--- config.mk ---
export PLATFORM = sky130hd
export DESIGN_NAME = ntt_ram_stream_io_flat
export DESIGN_NICKNAME = d
export VERILOG_FILES = /design/src/rtl/ntt_ram_stream_io_if.sv /design/src/rtl/ntt_ram_stream_io.sv /design/src/flat_wrapper.sv
export SDC_FILE = /design/constraint.sdc
export NUM_CORES = 1
export LEC_CHECK = 0
export ABC_CLOCK_PERIOD_IN_PS = 3530
export BUFFER_PORTS_ARGS = -buffer_cell sky130_fd_sc_hd__buf_2
export CAP_MARGIN = 25
export CELL_PAD_IN_SITES_DETAIL_PLACEMENT = 0
export CELL_PAD_IN_SITES_GLOBAL_PLACEMENT = 2
export CORE_MARGIN = 2
export CORE_UTILIZATION = 25
export CTS_CLUSTER_SIZE = 12
export DETAILED_ROUTE_END_ITERATION = 10
export PLACE_DENSITY = 0.71
export RECOVER_POWER = 100
export SLEW_MARGIN = 40
export SYNTH_ARGS = -nofsm -noshare
export SYNTH_HDL_FRONTEND = slang
export SYNTH_SLANG_ARGS = --single-unit
--- constraint.sdc ---
create_clock -name clk -period 3.53 [get_ports clk]
set_clock_uncertainty 0.1 [all_clocks]
set_input_delay 0.1765 -clock clk [delete_from_list [all_inputs] [get_ports clk]]
set_output_delay 0.1765 -clock clk [all_outputs]
set_load 0.02 [all_outputs]
--- src/rtl/ntt_ram_stream_io_if.sv ---
// Valid/ready stream bundle for the NTT RAM load/unload front end.
// slave = the front end, master = whoever drives input beats and consumes output beats.
interface ntt_ram_stream_io_if #(
  parameter int DW = 16
);
  logic [2*DW-1:0] s_data;
  logic            s_valid;
  logic            s_ready;
  logic [2*DW-1:0] m_data;
  logic            m_valid;
  logic            m_ready;
  logic            m_last;

  modport master (
    output s_data, s_valid, m_ready,
    input  s_ready, m_data, m_valid, m_last
  );

  modport slave (
    input  s_data, s_valid, m_ready,
    output s_ready, m_data, m_valid, m_last
  );
endinterface

--- src/rtl/ntt_ram_stream_io.sv ---
// Streaming load/unload front end for the 256x16 dual-port NTT coefficient RAM.
// Define NTT_IO_BITREV_EN to bit-reverse the RAM addresses during LOAD (UNLOAD stays natural).
//
// state    | meaning
// S_IDLE   | NTT core owns the RAM ports, start requests sampled
// S_LOAD   | one input beat written through both ports per accept
// S_UNLOAD | pairwise reads into a 2-entry skid FIFO, streamed out
module ntt_ram_stream_io #(
  parameter int DW = 16,
  parameter int AW = 8
) (
  input  logic               clk,
  input  logic               rst,
  input  logic               start_load,
  input  logic               start_unload,
  ntt_ram_stream_io_if.slave io,
  output logic               busy,
  output logic               load_done,
  output logic               unload_done,
  output logic [AW-1:0]      ram_addr_a,
  output logic [AW-1:0]      ram_addr_b,
  output logic [DW-1:0]      ram_din_a,
  output logic [DW-1:0]      ram_din_b,
  output logic               ram_we_a,
  output logic               ram_we_b,
  input  logic [DW-1:0]      ram_dout_a,
  input  logic [DW-1:0]      ram_dout_b
);
  localparam int CW = AW - 1;
  localparam logic [CW-1:0] LAST_BEAT = '1;

  typedef enum logic [1:0] {S_IDLE, S_LOAD, S_UNLOAD} state_t;

  state_t          state_q, state_d;
  logic [CW-1:0]   beat_q, beat_d;
  logic [CW-1:0]   iss_q, iss_d;
  logic            iss_done_q, iss_done_d;
  logic            inflight_q, inflight_d;
  logic [1:0]      cnt_q, cnt_d;
  logic [2*DW-1:0] head_q, head_d;
  logic [2*DW-1:0] tail_q, tail_d;
  logic            load_done_q, load_done_d;
  logic            unload_done_q, unload_done_d;

  logic            accept, pop, push, issue;
  logic [2:0]      occ;
  logic [2*DW-1:0] rd_beat;
  logic [AW-1:0]   ld_addr_a, ld_addr_b;

`ifdef NTT_IO_BITREV_EN
  function automatic logic [AW-1:0] bitrev(input logic [AW-1:0] a);
    logic [AW-1:0] r;
    for (int i = 0; i < AW; i++) r[i] = a[AW-1-i];
    return r;
  endfunction

  assign ld_addr_a = bitrev({beat_q, 1'b0});
  assign ld_addr_b = bitrev({beat_q, 1'b1});
`else
  assign ld_addr_a = {beat_q, 1'b0};
  assign ld_addr_b = {beat_q, 1'b1};
`endif

  assign rd_beat    = {ram_dout_b, ram_dout_a};
  assign busy       = (state_q != S_IDLE);
  assign load_done  = load_done_q;
  assign unload_done = unload_done_q;

  assign io.s_ready = (state_q == S_LOAD);
  assign io.m_valid = (cnt_q != 2'd0);
  assign io.m_data  = head_q;
  assign io.m_last  = (cnt_q != 2'd0) && (beat_q == LAST_BEAT);

  assign accept = (state_q == S_LOAD) && io.s_valid;
  assign pop    = (cnt_q != 2'd0) && io.m_ready;
  assign push   = inflight_q;
  assign occ    = {1'b0, cnt_q} + {2'b00, inflight_q};
  // A slot freed by this cycle's pop counts, so a drained stream runs at one beat per cycle.
  assign issue  = (state_q == S_UNLOAD) && !iss_done_q && (occ < (pop ? 3'd3 : 3'd2));

  always_comb begin
    state_d       = state_q;
    beat_d        = beat_q;
    iss_d         = iss_q;
    iss_done_d    = iss_done_q;
    inflight_d    = issue;
    cnt_d         = cnt_q;
    head_d        = head_q;
    tail_d        = tail_q;
    load_done_d   = 1'b0;
    unload_done_d = 1'b0;
    ram_addr_a    = '0;
    ram_addr_b    = '0;
    ram_din_a     = '0;
    ram_din_b     = '0;
    ram_we_a      = 1'b0;
    ram_we_b      = 1'b0;

    unique case (state_q)
      S_IDLE: begin
        if (start_load)        state_d = S_LOAD;
        else if (start_unload) state_d = S_UNLOAD;
      end
      S_LOAD: begin
        ram_addr_a = ld_addr_a;
        ram_addr_b = ld_addr_b;
        ram_din_a  = io.s_data[DW-1:0];
        ram_din_b  = io.s_data[2*DW-1:DW];
        ram_we_a   = accept;
        ram_we_b   = accept;
        if (accept) begin
          beat_d = beat_q + 1'b1;
          if (beat_q == LAST_BEAT) begin
            state_d     = S_IDLE;
            load_done_d = 1'b1;
          end
        end
      end
      S_UNLOAD: begin
        ram_addr_a = {iss_q, 1'b0};
        ram_addr_b = {iss_q, 1'b1};
        if (issue) begin
          iss_d = iss_q + 1'b1;
          if (iss_q == LAST_BEAT) iss_done_d = 1'b1;
        end
        if (pop) begin
          beat_d = beat_q + 1'b1;
          if (beat_q == LAST_BEAT) begin
            state_d       = S_IDLE;
            unload_done_d = 1'b1;
            iss_done_d    = 1'b0;
          end
        end
      end
      default: state_d = S_IDLE;
    endcase

    unique case ({push, pop})
      2'b10: begin
        if (cnt_q == 2'd0) head_d = rd_beat;
        else               tail_d = rd_beat;
        cnt_d = cnt_q + 2'd1;
      end
      2'b01: begin
        head_d = tail_q;
        cnt_d  = cnt_q - 2'd1;
      end
      2'b11: begin
        if (cnt_q == 2'd1) begin
          head_d = rd_beat;
        end else begin
          head_d = tail_q;
          tail_d = rd_beat;
        end
      end
      default: ;
    endcase
  end

  always_ff @(posedge clk or negedge rst) begin
    if (!rst) begin
      state_q       <= S_IDLE;
      beat_q        <= '0;
      iss_q         <= '0;
      iss_done_q    <= 1'b0;
      inflight_q    <= 1'b0;
      cnt_q         <= 2'd0;
      head_q        <= '0;
      tail_q        <= '0;
      load_done_q   <= 1'b0;
      unload_done_q <= 1'b0;
    end else begin
      state_q       <= state_d;
      beat_q        <= beat_d;
      iss_q         <= iss_d;
      iss_done_q    <= iss_done_d;
      inflight_q    <= inflight_d;
      cnt_q         <= cnt_d;
      head_q        <= head_d;
      tail_q        <= tail_d;
      load_done_q   <= load_done_d;
      unload_done_q <= unload_done_d;
    end
  end
endmodule

--- src/flat_wrapper.sv ---
// flat-port wrapper written by rule: the top's interface ports become plain ports
module ntt_ram_stream_io_flat 
#(
  parameter int DW = 16,
  parameter int AW = 8
)
  (clk, rst, start_load, start_unload, busy, load_done, unload_done, ram_addr_a, ram_addr_b, ram_din_a, ram_din_b, ram_we_a, ram_we_b, ram_dout_a, ram_dout_b, io_s_data, io_s_valid, io_m_ready, io_s_ready, io_m_data, io_m_valid, io_m_last);
  ntt_ram_stream_io_if #(.DW(DW)) io_i ();
  input  logic clk;
  input  logic rst;
  input  logic start_load;
  input  logic start_unload;
  output logic busy;
  output logic load_done;
  output logic unload_done;
  output logic [AW-1:0] ram_addr_a;
  output logic [AW-1:0] ram_addr_b;
  output logic [DW-1:0] ram_din_a;
  output logic [DW-1:0] ram_din_b;
  output logic ram_we_a;
  output logic ram_we_b;
  input  logic [DW-1:0] ram_dout_a;
  input  logic [DW-1:0] ram_dout_b;
  input wire logic [$bits(io_i.s_data)-1:0] io_s_data;
  input wire logic [$bits(io_i.s_valid)-1:0] io_s_valid;
  input wire logic [$bits(io_i.m_ready)-1:0] io_m_ready;
  output wire logic [$bits(io_i.s_ready)-1:0] io_s_ready;
  output wire logic [$bits(io_i.m_data)-1:0] io_m_data;
  output wire logic [$bits(io_i.m_valid)-1:0] io_m_valid;
  output wire logic [$bits(io_i.m_last)-1:0] io_m_last;
  assign io_i.s_data = io_s_data;
  assign io_i.s_valid = io_s_valid;
  assign io_i.m_ready = io_m_ready;
  assign io_s_ready = io_i.s_ready;
  assign io_m_data = io_i.m_data;
  assign io_m_valid = io_i.m_valid;
  assign io_m_last = io_i.m_last;
  ntt_ram_stream_io #(.DW(DW), .AW(AW)) u_core (.clk(clk), .rst(rst), .start_load(start_load), .start_unload(start_unload), .io(io_i), .busy(busy), .load_done(load_done), .unload_done(unload_done), .ram_addr_a(ram_addr_a), .ram_addr_b(ram_addr_b), .ram_din_a(ram_din_a), .ram_din_b(ram_din_b), .ram_we_a(ram_we_a), .ram_we_b(ram_we_b), .ram_dout_a(ram_dout_a), .ram_dout_b(ram_dout_b));
endmodule
Yosys cells after proc, flatten, opt, wreduce, memory -nomap -nowiden
Index checks and enable logic that the tools add are counted.
{"block": "totals", "reg_bits": 86, "input_bits": 70, "out_inout_bits": 88}
{"block": "classes", "addsub": 5, "magnitude_cmp": 1, "eq_ne": 14, "n_mux": 31, "reduce_logical": 19}
{"cell": "2-to-1 mux 32 bit", "count": 4}
{"cell": "one-hot mux 32 bit (3 select lines)", "count": 1}
{"cell": "one-hot mux 32 bit (2 select lines)", "count": 1}
{"cell": "2-to-1 mux 16 bit", "count": 2}
{"cell": "one-hot mux 8 bit (2 select lines)", "count": 2}
{"cell": "adder 7 x 1 -> 7 bit (second input constant)", "count": 2}
{"cell": "equality test 7 bit (second input constant)", "count": 2}
{"cell": "2-to-1 mux 7 bit", "count": 2}
{"cell": "one-hot mux 7 bit (2 select lines)", "count": 1}
{"cell": "2-to-1 mux 1 bit", "count": 11}
{"cell": "2-to-1 mux 2 bit", "count": 5}
{"cell": "nonzero test 2 bit", "count": 5}
{"cell": "AND reduction 3 bit", "count": 3}
{"cell": "equality test 2 x 1 -> 1 bit (second input constant)", "count": 3}
{"cell": "equality test 2 bit (second input constant)", "count": 3}
{"cell": "inequality test 2 x 1 -> 1 bit (second input constant)", "count": 3}
{"cell": "one-hot mux 2 bit (3 select lines)", "count": 1}
{"cell": "logical AND 1 bit", "count": 5}
{"cell": "logical NOT 2 bit", "count": 2}
{"cell": "inequality test 2 bit (second input constant)", "count": 2}
{"cell": "one-hot mux 2 bit (2 select lines)", "count": 1}
{"cell": "AND reduction 2 bit", "count": 2}
{"cell": "adder 2 x 1 -> 3 bit", "count": 1}
{"cell": "less-than comparator 3 bit", "count": 1}
{"cell": "5 further kinds", "count": 5}

Longest topological paths before layout
Gate-level depths: netlist (run 1).
{"block": "depth", "depth_word": 8, "mapped_depth": 10, "mapped_depth_nobuf": 9}

Worst setup path after synthesis (run 1)
Ideal clock, no wire load.
{"block": "synth_path", "path_type": "register to register", "start": "register u_core.cnt_q[0]", "end": "register u_core.tail_q[0]", "setup_ns": 0.125, "arrival_time_ns": 2.215, "slack_ns": 1.090, "path_stages_with_launch": 9, "path_buffers": 1, "synth_period_minus_slack_ns": 2.440, "cell_sequence": "dfrtp_1 -> inv_1 -> ha_1 -> nand2b_1 -> inv_1 -> ha_1 -> o211ai_1 -> clkbuf_1 -> mux2_2"}
{"block": "synth_via", "elab_chain_cells": 5, "elab_cells_between_ends": 11, "classes_between": "eq/ne (5); mux (1); reduce/logical (5)"}
{"element": "start: declaration", "line": "ntt_ram_stream_io.sv:39", "text": "logic [1:0] cnt_q, cnt_d;"}
{"element": "start signal: assignment", "line": "ntt_ram_stream_io.sv:178", "text": "cnt_q <= cnt_d;"}
{"element": "nonzero test 2 bit", "line": "ntt_ram_stream_io.sv:75", "text": "assign pop = (cnt_q != 2'd0) && io.m_ready;"}
{"element": "logical AND 1 bit", "line": "ntt_ram_stream_io.sv:75"}
{"element": "equality test 2 bit", "line": "ntt_ram_stream_io.sv:138", "text": "unique case ({push, pop})"}
{"element": "inequality test 2 bit (no line) or nonzero test 2 bit (tied branches)"}
{"element": "AND reduction 3 bit (no line)"}
{"element": "end signal: assignment", "line": "ntt_ram_stream_io.sv:180", "text": "tail_q <= tail_d;"}
{"element": "end: declaration", "line": "ntt_ram_stream_io.sv:41", "text": "logic [2*DW-1:0] tail_q, tail_d;"}
Several ways; a longest one is shown, not always the timed one.
A chain may end at the register's enable or synchronous reset.

Final worst setup path (run 1)
{"block": "layout_path", "start": "register u_core.cnt_q[0]", "end": "register u_core.tail_q[3]"}
Same word-level chain as after synthesis.

==> metrics.md, run 1 <==
| Metric | Value |
|---|---|
| Initial drt markers | `132` |
| Max-cap violations | `1` |
| ANT cells | `0` |
| Gate power share | `40.7%` |
| Failing checks | `max-capacitance violations, max-slew violations` |
| Initial Util | `25.7%` |
| Final Hold Fails | `0` |
| Num ports | `158` |
| Commonest cells in the synthesized netlist | `dfrtp_1 (86), a22oi_1 (39), nand2_1 (38), and2_1 (35), mux2_2 (34)` |
| Relative slew margins | `-41.8%` |
| Hold Crit Depth | `3` |
| R2r setup slk | `500 ps` |
| First-pass GRT wire length | `16.9 mm` |
| Total grt overflow | `0` |
| Sequential area share after synthesis | `52.8%` |
| Fin util | `35.0%` |
| Clk Latency, worst-skew pair | `340 ps` |
| Final setup violation count | `0` |
| Critical Path Sink Type | `flop` |
| GR Util met1 | `14.8%` |
| Cts hold-fix bufs | `34` |
| Hold Slack | `167 ps` |
| Hold Crit Class | `input port to flop` |
| Layout area overhead | `36.4%` |
| H-Tree Depth | `3` |
| Setup slack at placement | `743 ps` |
| Total Neg Setup Slack | `0 ps` |
| Finished layout cell area | `5560 um^2` |
| GPL Wtd Cong | `0.729` |
| Die width | `132 um` |
| Pint | `2.28 mW` |
| Max IR drop VDD | `0.245 mV` |
| WP data required | `3650 ps` |
| Core area | `15900 um^2` |
| F_max | `330 MHz` |
| Die height | `132 um` |
| Yosys top cell by area | `dfrtp_1` |
| Status | `complete, but fails checks` |
| Met3 usage | `4.48%` |
| Detailed Place HPWL | `7.16 mm` |
| Pwr/cell area | `690 nW/um^2` |
| Mapped Cells | `369` |
| Post-DR vias/cell | `4.30` |
| Top cell type's share of synthesized area | `52.8%` |
| Final WL | `10.2 mm` |
| Cell Area, Placed | `5060 um^2` |
| GR Layer Usage met2 | `19.8%` |
| Top Usage Layer GRT | `met2` |
| Antenna viol nets, final | `0` |
| Reported net switching power | `1.56 mW` |
| Crit Path Class | `flop to flop` |
| Async SR Flop Fraction | `100%` |
| Worst R2R End | `u_core.tail_q[3]` |
| Worst setup margin | `501 ps` |
| Root buffer cell | `clkbuf_16` |
| Post-route clock period utilization | `85.8%` |
| Mapped Area | `4080 um^2` |
| Pin count of the biggest net entering global routing | `87` |
| Clock network power share | `23.1%` |
| Total number of vias | `3287` |
| Flop pwr share | `36.2%` |
| RSZ-0062 raised after global routing | `false` |
| Warnings, synthesis | `0` |
| Setup crit end | `u_core.tail_q[3]` |
| Post-CTS sizing | `0` |
| Vias in the first global route | `3401` |
| Clock buffer depth | `2` |
| Antenna violations before repair | `0` |
| Fin. max-slew vios | `87` |
| DRC | `0` |
| CP startpoint | `u_core.cnt_q[0]` |
| RR Startpoint | `u_core.cnt_q[0]` |
| Clk slew on worst S/H paths | `60 ps` |
| Worst-Margin Slew | `2130 ps` |
| Drt first pass iters | `4` |
| Min Tclk post-route | `3030 ps` |
| #FFs+latches synth | `86` |
| Top-count cell post-synth | `dfrtp_1` |
| Proportion of layout cells with a drive suffix above 1 | `25.5%` |
| WL per Instance | `13.3 um` |
| Distinct cell type count after synthesis | `32` |
| Worst reg2reg path depth | `9` |
| Row count | `46` |
| Syn Nets | `451` |
| Synth area leaders | `dfrtp_1 (53%), mux2_2 (9.4%), a22oi_1 (7.2%), and2_1 (5.4%), o21ai_0 (4.1%)` |
| Peak fanout along the critical path | `32` |
| Avg Cell Area, Syn | `11.0 um^2` |
| Final nets | `627` |
| Post-synth EDFFs | `0` |
| Sw frac | `40.6%` |
| Startpoint types | `flop` |
| Leakage | `2.56 nW` |
| Die area | `17300 um^2` |
| CTS tree | `done` |
| Port bufs | `156` |
| Gr usage total | `12.0%` |
| CTS buffer count | `9` |
| Synth Flop Type | `dfrtp_1` |
| Post-CTS Setup Bufs | `0` |
| CP Data Arrival Time | `3150 ps` |
| Clk sinks | `86` |
[power by group through the flow]
stage / clock (mW) / sequential (mW) / combinational (mW)
3_5_place_dp: 0 / 1.40 / 1.64
3_3_place_gp: 0 / 1.39 / 1.62
6_report: 0.885 / 1.39 / 1.56
2_1_floorplan: 0 / 1.58 / 0.908
4_1_cts: 0.924 / 1.39 / 1.68
5_1_grt: 0.963 / 1.42 / 1.73
[final cells by class]
cell class | count | area, um^2
sequential | 86 | 2150
timing repair buffer | 194 | 1070
tap | 216 | 270
fill | 1662 | 10300
clock inverter | 1 | 5.00
clock buffer | 13 | 270
inverter | 13 | 48.8
multi-input combinational | 241 | 1740
[worst min-delay path by stage]
stage	from	end
2_1_floorplan	rst	u_core.beat_q[0]
3_3_place_gp	ram_dout_a[2]	u_core.tail_q[2]
3_5_place_dp	rst	u_core.io.m_data[4]
4_1_cts	start_unload	u_core.state_q[0]
5_1_grt	start_unload	u_core.state_q[1]
6_report	start_unload	u_core.state_q[0]
[layer usage]
metal	routed length, um	vias up
met2	4890	81
met3	542	8
met1	4640	1572
met5	0	-
li1	-	1626
met4	79	0
[sequential cells by signal, summed over array words and instances (netlist names)]
signal,flops
u_core.tail_q,32
u_core.beat_q,7
u_core.iss_done_q,1
u_core.inflight_q,1
u_core.iss_q,7
u_core.state_q,2
u_core.io.m_data,32
u_core.unload_done,1
u_core.load_done,1
u_core.cnt_q,2
[logic make-up after synthesis]
| group | synth area share, % |
|---|---|
| and+or+nand+nor | 12.3 |
| DFF | 52.8 |
| AOI/OAI and AO/OA | 13.5 |
| buffers and inverters | 4.70 |
| muxes | 9.88 |
| xor gates and xnor gates | 3.01 |
| adders and majority gates | 3.68 |
| other | 0.0920 |
[per-stage QoR]
stage          power, mW  std cells
6_report            3.84        764
5_1_grt             4.12        764
3_3_place_gp        3.01        716
3_5_place_dp        3.04        716
4_1_cts             3.99        764
2_1_floorplan       2.49        369
[worst max-delay path, stage by stage (launching register included)]
cell,delay (ps)
dfrtp_1,410
inv_1,60
ha_1,270
nand2b_1,230
inv_1,200
ha_1,300
nand2_1,140
o211ai_1,110
clkbuf_2,640
mux2_2,410
[layout by cell type (no fill, tap or decap), drive strengths merged]
master / Yosys / routed
nor2b: 1 / 1
and2: 35 / 35
clkinv: 1 / 2
o21ai: 34 / 34
dfrtp: 86 / 86
conb: 1 / 1
or3b: 1 / 1
dlygate4sd3: 0 / 34
a22oi: 39 / 39
nand2b: 2 / 2
nand2: 38 / 38
and4: 1 / 1
a211oi: 1 / 1
xnor2: 12 / 12
mux2: 34 / 34
ha: 12 / 12
a21o: 1 / 1
a211o: 1 / 1
nand4: 8 / 8
o221ai: 1 / 1
xor2: 2 / 2
buf: 9 / 88
nor2: 7 / 7
a2111oi: 1 / 1
and3: 3 / 3
o22ai: 1 / 1
inv: 12 / 12
mux2i: 2 / 2
clkbuf: 20 / 85
a21oi: 2 / 2
o211ai: 1 / 1
Power figures use the tool's default switching activity.
==> run 2, diff against run 1 <==
--- a/config.mk
+++ b/config.mk
@@ -16,6 +16,7 @@
 export DETAILED_ROUTE_END_ITERATION = 10
 export PLACE_DENSITY = 0.71
 export RECOVER_POWER = 100
+export REMOVE_ABC_BUFFERS = 1
 export SLEW_MARGIN = 40
 export SYNTH_ARGS = -nofsm -noshare
 export SYNTH_HDL_FRONTEND = slang
==> run 2 against run 1 <==
  * The flow still finishes with violations (max-capacitance violations, max-slew violations)
  * Combinational power is essentially flat
  * Design area grew 0.18%
  * Via count grew 1.4%
  * Critical path type unchanged
  * Critical endpoint is now u_core.tail_q[22]
==> metrics.md, run 2 (same netlist as run 1, synthesis figures left out) <==
| Metric | Value |
|---|---|
| Initial Util | `25.7%` |
| Gr usage total | `12.6%` |
| Area of the multi-input gates | `1730 um^2` |
| Slowest cell on crit path | `clkbuf_2` |
| DRC | `0` |
| Hold Crit Class | `input port to flop` |
| Critical Path Sink Type | `flop` |
| Pwr/cell area | `717 nW/um^2` |
| Total number of vias | `3333` |
| Non-Filler Instances | `764` |
| Antenna violations before repair | `0` |
| Crit-path cells | `inv_1, ha_1, nand2b_1, inv_1, ha_1, nand2_1, o211ai_1, clkbuf_2, mux2_2` |
| Final setup violation count | `0` |
| Worst setup margin | `602 ps` |
| Row count | `46` |
| CP Data Arrival Time | `3050 ps` |
| Max IR drop VDD | `0.276 mV` |
| R2r setup slk | `600 ps` |
| Layout area overhead | `36.7%` |
| Total Neg Setup Slack | `0 ps` |
| Relative slew margins | `-41.6%` |
| Post-CTS Setup Bufs | `0` |
| Min Tclk post-route | `2930 ps` |
| WHS Endpoint | `u_core.tail_q[23]` |
| Total grt overflow | `0` |
| Buffers & Inverters on Critical Path | `3` |
| WL per Instance | `13.5 um` |
| Most frequent cells in the layout | `dfrtp_1 (86), buf_2 (82), clkbuf_1 (74), a22oi_1 (39), nand2_1 (38)` |
| WP data required | `3650 ps` |
| Detailed Place HPWL | `7.20 mm` |
| Fin. max-slew vios | `87` |
| Post-route clock period utilization | `83.0%` |
| Status | `complete, but fails checks` |
| Reg area | `2150 um^2` |
| Crit-path max cell delay | `660 ps` |
| Leakage | `2.56 nW` |
| Clk slew on worst S/H paths | `60 ps` |
| Final Total Pwr | `4.00 mW` |
| Die area | `17300 um^2` |
| Final nets | `625` |
| Core area | `15900 um^2` |
| Worst reg2reg path depth | `9` |
| Pin count of the biggest net entering global routing | `87` |
| RSZ-0062 raised after global routing | `false` |
| H-Tree Depth | `3` |
| Fin util | `35.1%` |
| Clk sinks | `86` |
| Proportion of layout cells with a drive suffix above 1 | `25.2%` |
| GPL Wtd Cong | `0.771` |
| Startpoint types | `flop` |
| Drt first pass iters | `4` |
| Worst-Margin Slew | `2120 ps` |
| Vias in the first global route | `3363` |
| Post-DR vias/cell | `4.36` |
| Num ports | `158` |
| Failing checks | `max-capacitance violations, max-slew violations` |
| Port bufs | `156` |
| Max-cap violations | `1` |
| Hold path startpoint | `ram_dout_b[7]` |
| Final Hold Fails | `0` |
| Clock buffer depth | `2` |
| Die height | `132 um` |
| Antenna viol nets, final | `0` |
| F_max | `342 MHz` |
| RR Startpoint | `u_core.cnt_q[0]` |
| CP top delay family | `buffers and inverters` |
| Root buffer cell | `clkbuf_16` |
| Setup slack at placement | `811 ps` |
| Hold Crit Depth | `2` |
| Crit Path Class | `flop to flop` |
| Fillers | `1677` |
| ANT cells | `0` |
| First-pass GRT wire length | `17.3 mm` |
| # placed instances | `716` |
| Final WL | `10.3 mm` |
| CTS tree | `done` |
| CTS buffer count | `9` |
| Most common library cell in the layout ignoring fill and taps | `dfrtp_1` |
| Initial drt markers | `115` |
| Peak fanout along the critical path | `32` |
| Worst R2R End | `u_core.tail_q[22]` |
| Clk Latency, worst-skew pair | `340 ps` |
| Die width | `132 um` |
-- run 2: changes by cell type in the layout (fill, tap and decap cells not counted), moves of 2 or more --
cell,previous run,this run
and2_0,17,14
and2_1,18,21
buf_2,85,82
bufinv_16,0,2
clkbuf_1,71,74
dlygate4sd3_1,34,32
-- run 2: layout make-up --
cell class | count | share of cell area (%)
clock buffers | 13 | 4.85
flip-flops and latches | 86 | 38.6
well taps | 216 | 4.85
repair buffers | 192 | 18.6
inverters | 13 | 0.876
clock inverters | 3 | 1.17
multi-input cells | 241 | 31.1
-- run 2: worst reg2reg max path: stages, from the launching register on --
cell and delay, ps:
dfrtp_1 410, inv_1 70, ha_1 270, nand2b_1 240
inv_1 200, ha_1 250, nand2_1 80, o211ai_1 90
clkbuf_2 660, mux2_2 440
-- run 2: worst max path at each step --
stage | from | to | cells after the start
after CTS | u_core.cnt_q[0] | u_core.tail_q[22] | 9
after floorplan | u_core.cnt_q[0] | u_core.io.m_data[0] | 6
after global placement | u_core.cnt_q[0] | u_core.tail_q[16] | 9
after detailed placement | u_core.cnt_q[0] | u_core.tail_q[19] | 9
final | u_core.cnt_q[0] | u_core.tail_q[22] | 9
after global routing | u_core.cnt_q[0] | u_core.tail_q[22] | 9
-- run 2: timing repair --
item / 4_1_cts / 5_1_grt
gates resized for setup: 0 / 0
setup endpoints to repair: 0 / 0
hold buffers: 32 / 0
endpoints found under the hold margin: 117 / 0
-- run 2: where the power goes --
| part | internal, mW | total (mW) | switching, mW |
|---|---|---|---|
| logic | 0.502 | 1.54 | 1.04 |
| registers | 1.23 | 1.39 | 0.164 |
| clock network | 0.677 | 1.06 | 0.385 |
| total | 2.41 | 4.00 | 1.59 |
-- run 2: through the flow --
stage                     hold WS (ps)  area [um^2]
after detailed placement           200         5040
after floorplan                   -219         3930
final                             19.5         5570
after global routing              21.8         5570
after CTS                         2.64         5690
after global placement             326         5030
-- run 2: layer usage --
layer | global-route usage (%) | wire, um | vias to the layer above
li1 | - | - | 1619
met1 | 15.7 | 4590 | 1555
met2 | 20.4 | 4800 | 145
met3 | 3.70 | 733 | 14
met4 | 5.07 | 166 | 0
met5 | 0 | 0 | -
